File: src/rtl/imem_arbiter_pkg.sv
// Shared definitions for the instruction-memory arbiter: default widths,
// requester ownership encoding and the one-cycle response record.
package imem_arbiter_pkg;

  localparam int DEF_ADDR_WIDTH      = 32;
  localparam int DEF_DATA_WIDTH      = 32;
  localparam int DEF_WORD_ADDR_WIDTH = 18;
  localparam int DEF_STARVE_LIMIT    = 4;

  typedef enum logic {
    OWNER_IF = 1'b0,
    OWNER_LD = 1'b1
  } owner_e;

  typedef struct packed {
    logic   valid;
    owner_e owner;
    logic   err;
    logic   is_write;
  } rsp_t;

endpackage

File: src/rtl/imem_arbiter_if.sv
// Bundles the fetch, loader and memory-side signals of the IMEM arbiter;
// slave is the arbiter's view, master is the surrounding environment's view.
interface imem_arbiter_if #(
  parameter int ADDR_WIDTH      = imem_arbiter_pkg::DEF_ADDR_WIDTH,
  parameter int DATA_WIDTH      = imem_arbiter_pkg::DEF_DATA_WIDTH,
  parameter int WORD_ADDR_WIDTH = imem_arbiter_pkg::DEF_WORD_ADDR_WIDTH
);

  logic                       if_req;
  logic [ADDR_WIDTH-1:0]      if_addr;
  logic                       if_gnt;
  logic                       if_rvalid;
  logic [DATA_WIDTH-1:0]      if_rdata;
  logic                       if_err;

  logic                       ld_req;
  logic                       ld_we;
  logic [ADDR_WIDTH-1:0]      ld_addr;
  logic [DATA_WIDTH-1:0]      ld_wdata;
  logic                       ld_gnt;
  logic                       ld_rvalid;
  logic [DATA_WIDTH-1:0]      ld_rdata;
  logic                       ld_err;

  logic                       mem_en;
  logic                       mem_we;
  logic [WORD_ADDR_WIDTH-1:0] mem_addr;
  logic [DATA_WIDTH-1:0]      mem_wdata;
  logic [DATA_WIDTH-1:0]      mem_rdata;

  modport slave (
    input  if_req, if_addr,
    output if_gnt, if_rvalid, if_rdata, if_err,
    input  ld_req, ld_we, ld_addr, ld_wdata,
    output ld_gnt, ld_rvalid, ld_rdata, ld_err,
    output mem_en, mem_we, mem_addr, mem_wdata,
    input  mem_rdata
  );

  modport master (
    output if_req, if_addr,
    input  if_gnt, if_rvalid, if_rdata, if_err,
    output ld_req, ld_we, ld_addr, ld_wdata,
    input  ld_gnt, ld_rvalid, ld_rdata, ld_err,
    input  mem_en, mem_we, mem_addr, mem_wdata,
    output mem_rdata
  );

endinterface

File: src/rtl/imem_addr_chk.sv
// Combinational byte-address check: flags misaligned or out-of-range
// addresses and extracts the memory word index. Zero latency, no flow control.
module imem_addr_chk
  import imem_arbiter_pkg::*;
#(
  parameter int ADDR_WIDTH      = DEF_ADDR_WIDTH,
  parameter int WORD_ADDR_WIDTH = DEF_WORD_ADDR_WIDTH
) (
  input  logic [ADDR_WIDTH-1:0]      addr_i,
  output logic [WORD_ADDR_WIDTH-1:0] word_o,
  output logic                       err_o
);

  logic misaligned;
  logic out_of_range;

  assign misaligned   = |addr_i[1:0];
  assign out_of_range = |addr_i[ADDR_WIDTH-1:WORD_ADDR_WIDTH+2];
  assign word_o       = addr_i[WORD_ADDR_WIDTH+1:2];
  assign err_o        = misaligned | out_of_range;

endmodule

File: src/rtl/imem_arbiter.sv
// Fetch/loader arbiter for one IMEM port: 1-cycle response latency, no response back-pressure,
// loser of arbitration holds its request. Loader writes exist only with IMEM_LOADER_WR_EN defined.
module imem_arbiter
  import imem_arbiter_pkg::*;
#(
  parameter int ADDR_WIDTH      = DEF_ADDR_WIDTH,
  parameter int DATA_WIDTH      = DEF_DATA_WIDTH,
  parameter int WORD_ADDR_WIDTH = DEF_WORD_ADDR_WIDTH,
  parameter int STARVE_LIMIT    = DEF_STARVE_LIMIT
) (
  input  logic          clk,
  input  logic          rst,
  imem_arbiter_if.slave bus
);

  localparam int CNT_W = $clog2(STARVE_LIMIT + 1);

  logic [CNT_W-1:0]           starve_q, starve_d;
  rsp_t                       rsp_q, rsp_d;

  logic [WORD_ADDR_WIDTH-1:0] if_word, ld_word;
  logic                       if_aerr, ld_aerr;
  logic                       if_gnt, ld_gnt;
  logic                       wr_ok;
  logic                       starved;

  logic                       mem_en, mem_we;
  logic [WORD_ADDR_WIDTH-1:0] mem_addr;
  logic [DATA_WIDTH-1:0]      mem_wdata;

  logic                       pend;
  logic                       if_rv, ld_rv;
  logic [DATA_WIDTH-1:0]      rdata;

  imem_addr_chk #(
    .ADDR_WIDTH      (ADDR_WIDTH),
    .WORD_ADDR_WIDTH (WORD_ADDR_WIDTH)
  ) u_if_chk (
    .addr_i (bus.if_addr),
    .word_o (if_word),
    .err_o  (if_aerr)
  );

  imem_addr_chk #(
    .ADDR_WIDTH      (ADDR_WIDTH),
    .WORD_ADDR_WIDTH (WORD_ADDR_WIDTH)
  ) u_ld_chk (
    .addr_i (bus.ld_addr),
    .word_o (ld_word),
    .err_o  (ld_aerr)
  );

`ifdef IMEM_LOADER_WR_EN
  assign wr_ok = 1'b1;
`else
  assign wr_ok = 1'b0;
`endif

  assign starved = (starve_q == CNT_W'(STARVE_LIMIT));

  always_comb begin
    if_gnt = 1'b0;
    ld_gnt = 1'b0;
    if (!rst) begin
      if (bus.ld_req && (!bus.if_req || starved)) begin
        ld_gnt = 1'b1;
      end else if (bus.if_req) begin
        if_gnt = 1'b1;
      end
    end
  end

  // Counts consecutive denied loader cycles; any gap or grant restarts it.
  always_comb begin
    starve_d = '0;
    if (bus.ld_req && !ld_gnt) begin
      starve_d = starved ? starve_q : starve_q + 1'b1;
    end
  end

  always_comb begin
    mem_en    = 1'b0;
    mem_we    = 1'b0;
    mem_addr  = '0;
    mem_wdata = '0;
    rsp_d     = '0;
    if (if_gnt) begin
      rsp_d.valid = 1'b1;
      rsp_d.owner = OWNER_IF;
      rsp_d.err   = if_aerr;
      if (!if_aerr) begin
        mem_en   = 1'b1;
        mem_addr = if_word;
      end
    end else if (ld_gnt) begin
      rsp_d.valid    = 1'b1;
      rsp_d.owner    = OWNER_LD;
      rsp_d.is_write = bus.ld_we;
      rsp_d.err      = ld_aerr | (bus.ld_we & ~wr_ok);
      if (!rsp_d.err) begin
        mem_en    = 1'b1;
        mem_we    = bus.ld_we & wr_ok;
        mem_addr  = ld_word;
        mem_wdata = bus.ld_wdata;
      end
    end
  end

  always_ff @(posedge clk) begin
    if (rst) begin
      starve_q <= '0;
      rsp_q    <= '0;
    end else begin
      starve_q <= starve_d;
      rsp_q    <= rsp_d;
    end
  end

  // A response still in the register while rst is high must not leak out.
  assign pend  = rsp_q.valid & ~rst;
  assign if_rv = pend & (rsp_q.owner == OWNER_IF);
  assign ld_rv = pend & (rsp_q.owner == OWNER_LD);
  assign rdata = (pend & ~rsp_q.err & ~rsp_q.is_write) ? bus.mem_rdata : '0;

  assign bus.if_gnt    = if_gnt;
  assign bus.ld_gnt    = ld_gnt;
  assign bus.if_rvalid = if_rv;
  assign bus.if_err    = if_rv & rsp_q.err;
  assign bus.if_rdata  = if_rv ? rdata : '0;
  assign bus.ld_rvalid = ld_rv;
  assign bus.ld_err    = ld_rv & rsp_q.err;
  assign bus.ld_rdata  = ld_rv ? rdata : '0;

  assign bus.mem_en    = mem_en;
  assign bus.mem_we    = mem_we;
  assign bus.mem_addr  = mem_addr;
  assign bus.mem_wdata = mem_wdata;

endmodule
File: src/flat_wrapper.sv
// flat-port wrapper written by rule: the top's interface ports become plain ports
module imem_arbiter_flat import imem_arbiter_pkg::*;
#(
  parameter int ADDR_WIDTH      = DEF_ADDR_WIDTH,
  parameter int DATA_WIDTH      = DEF_DATA_WIDTH,
  parameter int WORD_ADDR_WIDTH = DEF_WORD_ADDR_WIDTH,
  parameter int STARVE_LIMIT    = DEF_STARVE_LIMIT
)
  (clk, rst, bus_if_req, bus_if_addr, bus_if_gnt, bus_if_rvalid, bus_if_rdata, bus_if_err, bus_ld_req, bus_ld_we, bus_ld_addr, bus_ld_wdata, bus_ld_gnt, bus_ld_rvalid, bus_ld_rdata, bus_ld_err, bus_mem_en, bus_mem_we, bus_mem_addr, bus_mem_wdata, bus_mem_rdata);
  imem_arbiter_if #(.ADDR_WIDTH(ADDR_WIDTH), .DATA_WIDTH(DATA_WIDTH), .WORD_ADDR_WIDTH(WORD_ADDR_WIDTH)) bus_i ();
  input  logic clk;
  input  logic rst;
  input wire logic [$bits(bus_i.if_req)-1:0] bus_if_req;
  input wire logic [$bits(bus_i.if_addr)-1:0] bus_if_addr;
  output wire logic [$bits(bus_i.if_gnt)-1:0] bus_if_gnt;
  output wire logic [$bits(bus_i.if_rvalid)-1:0] bus_if_rvalid;
  output wire logic [$bits(bus_i.if_rdata)-1:0] bus_if_rdata;
  output wire logic [$bits(bus_i.if_err)-1:0] bus_if_err;
  input wire logic [$bits(bus_i.ld_req)-1:0] bus_ld_req;
  input wire logic [$bits(bus_i.ld_we)-1:0] bus_ld_we;
  input wire logic [$bits(bus_i.ld_addr)-1:0] bus_ld_addr;
  input wire logic [$bits(bus_i.ld_wdata)-1:0] bus_ld_wdata;
  output wire logic [$bits(bus_i.ld_gnt)-1:0] bus_ld_gnt;
  output wire logic [$bits(bus_i.ld_rvalid)-1:0] bus_ld_rvalid;
  output wire logic [$bits(bus_i.ld_rdata)-1:0] bus_ld_rdata;
  output wire logic [$bits(bus_i.ld_err)-1:0] bus_ld_err;
  output wire logic [$bits(bus_i.mem_en)-1:0] bus_mem_en;
  output wire logic [$bits(bus_i.mem_we)-1:0] bus_mem_we;
  output wire logic [$bits(bus_i.mem_addr)-1:0] bus_mem_addr;
  output wire logic [$bits(bus_i.mem_wdata)-1:0] bus_mem_wdata;
  input wire logic [$bits(bus_i.mem_rdata)-1:0] bus_mem_rdata;
  assign bus_i.if_req = bus_if_req;
  assign bus_i.if_addr = bus_if_addr;
  assign bus_if_gnt = bus_i.if_gnt;
  assign bus_if_rvalid = bus_i.if_rvalid;
  assign bus_if_rdata = bus_i.if_rdata;
  assign bus_if_err = bus_i.if_err;
  assign bus_i.ld_req = bus_ld_req;
  assign bus_i.ld_we = bus_ld_we;
  assign bus_i.ld_addr = bus_ld_addr;
  assign bus_i.ld_wdata = bus_ld_wdata;
  assign bus_ld_gnt = bus_i.ld_gnt;
  assign bus_ld_rvalid = bus_i.ld_rvalid;
  assign bus_ld_rdata = bus_i.ld_rdata;
  assign bus_ld_err = bus_i.ld_err;
  assign bus_mem_en = bus_i.mem_en;
  assign bus_mem_we = bus_i.mem_we;
  assign bus_mem_addr = bus_i.mem_addr;
  assign bus_mem_wdata = bus_i.mem_wdata;
  assign bus_i.mem_rdata = bus_mem_rdata;
  imem_arbiter #(.ADDR_WIDTH(ADDR_WIDTH), .DATA_WIDTH(DATA_WIDTH), .WORD_ADDR_WIDTH(WORD_ADDR_WIDTH), .STARVE_LIMIT(STARVE_LIMIT)) u_core (.clk(clk), .rst(rst), .bus(bus_i));
endmodule
File: config.mk
export PLATFORM = sky130hd
export DESIGN_NAME = imem_arbiter_flat
export DESIGN_NICKNAME = d
export VERILOG_FILES = /design/src/rtl/imem_arbiter_pkg.sv /design/src/rtl/imem_arbiter_if.sv /design/src/rtl/imem_addr_chk.sv /design/src/rtl/imem_arbiter.sv /design/src/flat_wrapper.sv
export SDC_FILE = /design/constraint.sdc
export NUM_CORES = 1
export LEC_CHECK = 0
export BUFFER_PORTS_ARGS = -buffer_cell sky130_fd_sc_hd__buf_2
export CORE_AREA = 2 2 98 100
export DETAILED_ROUTE_END_ITERATION = 8
export DIE_AREA = 0 0 100 102
export PLACE_DENSITY = 0.65
export SKIP_CTS_REPAIR_TIMING = 1
export SYNTH_ARGS = -nofsm -noshare
export SYNTH_HDL_FRONTEND = slang
export SYNTH_SLANG_ARGS = --single-unit
File: constraint.sdc
create_clock -name clk -period 1.3 [get_ports clk]
set_input_delay 0.13 -clock clk [delete_from_list [all_inputs] [get_ports clk]]
set_output_delay 0.13 -clock clk [all_outputs]
set_load 0.03 [all_outputs]
==> metrics.md <==
| Metric | Value |
|---|---|
| Status | complete, but fails checks |
| Failing checks | setup timing |
| Clock root buffer | clkbuf_8 |
| Overall Global Routing Usage | 14.8% |
| Int Power | 0.883 mW |
| Worst setup path class | flop to primary output |
| Switching Fraction | 38.8% |
| Syn Area/Cell | 6.58 sq um |
| Cells after synthesis | 257 |
| Row Count | 35 |
| Clock Tree Buf Depth | 2 |
| Mapped Nets | 392 |
| Io pins | 255 |
| Overall Power | 1.44 mW |
| Cell area after layout | 5220 sq um |
| Finished Layout Cells | 643 |
| H-tree Lvls | 1 |
| Post-Route Skew | 0.000545 ns |
| Post-route antenna net violation count | 0 |
| TritonCTS clock tree | built |
| Most frequent cell on the critical path | buf_6 |
| Vias in the first global route | 2507 |
| First-pass GRT wire length | 12.1 mm |
| GR Overflow Total | 0 |
| Leak | 2.61 nW |
| GP Congestion | 0.914 |
| Worst setup SP type | flop |
| Final Hold Vio Count | 0 |
| CP peak stage delay | 0.33 ns |
| Yosys warnings | 0 |
| Critical-path top delay cell | dfxtp_2 |
| RSZ-0062 raised after global routing | yes |
| Synth Register Bits | 7 |
| DRC Markers | 0 |
| VDD IR max | 206 uV |
| Full die area | 10200 sq um |
| Initial Utilization | 18.6% |
| Proportion of power drawn by combinational gates | 62.8% |
| Die Span Y | 102 um |
| Setup TNS | -51.86 ns |
| Distinct cells, synth | 32 |
| Final period util | 140% |
| Clk sinks | 7 |
| CTS clock-pin slew for the worst setup and hold paths | 0.04 ns |
| Hold WS | 0.129 ns |
| Fmax | 0.549 GHz |
| Diode count | 0 |
| Flop pwr share | 16.0% |
| DRT Pass-1 Iters | 4 |
| Crit path time final | 1.82 ns |
| NetSw | 0.559 mW |
| Clock latency on the worst-skew pair | 0.23 ns |
| Via density | 4.56 |
| Critical path buffers and inverters | 4 |
| PD cells | 277 nW/um^2 |
| Area used by multi-input combinational logic | 2020 sq um |
| Layout cells sized above 1 | 81.4% |
| Hold WC Path Type | input port to flop |
| Final Util | 57.3% |
| Crit path cell chain | inv_2, ha_4, nand3_2, nand3b_1, buf_6, clkbuf_16, o32ai_4, buf_6 |
| Area grow syn2layout | 209% |
| Cell Area, Placed | 4070 sq um |
| Pre-CTS setup slack | -0.308 ns |
| Top Family by Delay on Critical Path | buffers and inverters |
| Nets@finish | 668 |
| R2R depth | 9 |
| Synthesized cell area | 1690 sq um |
| CP Capture Type | primary output |
| Final Setup Violations | 118 |
| Largest net degree at the start of global routing | 43 |
| CP Max Fanout | 5 |
| Post-route setup slack | -0.520 ns |
| Maxcap violations | 0 |
| CORE AREA | 9110 sq um |
| Die X | 100 um |
| Cell count after placement | 623 |
| HPWL Detailed | 7.28 mm |
| Routed vias | 2934 |
| Pins Over Slew Limit | 0 |
| Req. time, crit path | 1.17 ns |
| Critical Path Stages | 8 |
| Part of the power in the clock network | 21.2% |
| Register area | 145 sq um |
| Post-DR wirelength/cell | 16.1 um |
| I/O Buffers | 253 |
| Sequential fraction of the synthesis area | 8.29% |
| Initial antenna violation count | 0 |
| Worst Hold Path Cells | 2 |
| Post-Route WL | 10.4 mm |
| CTS Buf Count | 3 |
| WP data arrival | 1.69 ns |
| Fillers | 754 |
| Drt first-iter violations | 52 |
==> sequential cells by signal, summed over array words and instances, names as in the netlist <==
register,cells
u_core.rsp_q,4
u_core.starve_q,3
==> synth_stat cells <==
cell      instances  area, sq um
nor3_1            5         25.0
nand3b_1          1         7.51
nand2b_1          1         6.26
nor2_1            7         26.3
conb_1            1         3.75
buf_1             1         3.75
nor3_2           30          300
nor4_1            6         37.5
nor3b_1           2         15.0
buf_4             1         7.51
clkbuf_1          7         26.3
dfxtp_1           7          140
a21bo_2           1         10.0
mux2i_1           1         10.0
nor2_2            1         6.26
inv_1            56          210
buf_6             3         33.8
buf_2            11         55.1
nand2_1           2         7.51
nand3_1          19         95.1
ha_1              2         25.0
nand2_2           1         6.26
o32ai_1          18          158
o22ai_1           1         6.26
a22o_1            1         8.76
nand4_1           2         12.5
and2_1           64          400
nor2b_2           1         8.76
or3b_4            1         11.3
inv_2             1         3.75
and3_1            1         6.26
nor3_4            1         16.3
==> layer usage <==
layer	global-route usage, %	up-vias	routed length (um)
met1	16.3	1346	3760
met4	3.27	0	176
li1	-	1391	-
met5	0	-	0
met2	29.3	182	5590
met3	2.74	15	843
==> worst reg2reg max path, cell delays in order, from the launching register on <==
cell and delay [ns]:
dfxtp_2 0.31, inv_2 0.06, ha_4 0.15, nand3_2 0.06
nand3b_1 0.11, buf_6 0.15, buf_12 0.14, buf_6 0.10
inv_4 0.03, a22o_1 0.16
==> layout by cell type, fill, tap and decap left out, types with 3 or more instances in the layout <==
| cell type | instances |
|---|---|
| clkbuf_8 | 3 |
| buf_12 | 10 |
| buf_2 | 133 |
| and2_4 | 64 |
| nor4_1 | 3 |
| nand3_1 | 18 |
| dfxtp_1 | 3 |
| inv_1 | 53 |
| dfxtp_2 | 4 |
| buf_4 | 15 |
| o32ai_4 | 18 |
| clkbuf_16 | 7 |
| nor3_4 | 33 |
| nor2_1 | 7 |
| buf_6 | 125 |
==> power groups by stage <==
stage	logic (mW)	clock network, mW	registers, mW
after CTS	0.738	0.313	0.230
after global placement	0.725	0	0.233
after global routing	0.961	0.326	0.231
final	0.906	0.306	0.230
after detailed placement	0.737	0	0.233
after floorplan	0.400	0	0.233
==> cell families (layout without fill, tap and decap cells) <==
| kind of cell | Yosys count | after routing | share of synthesized area, % |
|---|---|---|---|
| muxes | 1 | 1 | 0.592 |
| DFF | 7 | 7 | 8.29 |
| adders and majority gates | 2 | 2 | 1.48 |
| buffers and inverters | 80 | 355 | 20.1 |
| and+or+nand+nor | 145 | 145 | 58.5 |
| AOI/OAI and AO/OA | 21 | 21 | 10.8 |
| other | 1 | 1 | 0.222 |
==> path summary, 6_finish.rpt <==
check	endpoint	slack, ns	startpoint
setup / recovery	bus_mem_addr[1]	-0.52	u_core.starve_q[1]$_SDFFE_PP0N_
hold / removal	u_core.rsp_q[3]$_SDFF_PP0_	0.13	rst
setup reg to reg	u_core.rsp_q[1]$_SDFF_PP0_	-0.08	u_core.starve_q[0]$_SDFFE_PP0N_
hold reg to reg	u_core.starve_q[0]$_SDFFE_PP0N_	0.51	u_core.starve_q[0]$_SDFFE_PP0N_
==> final cells by class <==
| cell class | instances | area share, % |
|---|---|---|
| multi-input combinational | 170 | 38.7 |
| clock buffer | 4 | 0.864 |
| tap | 111 | 2.66 |
| sequential | 7 | 2.78 |
| timing repair buffer | 294 | 50.7 |
| inverter | 57 | 4.20 |
Power figures use the tool's default switching activity.
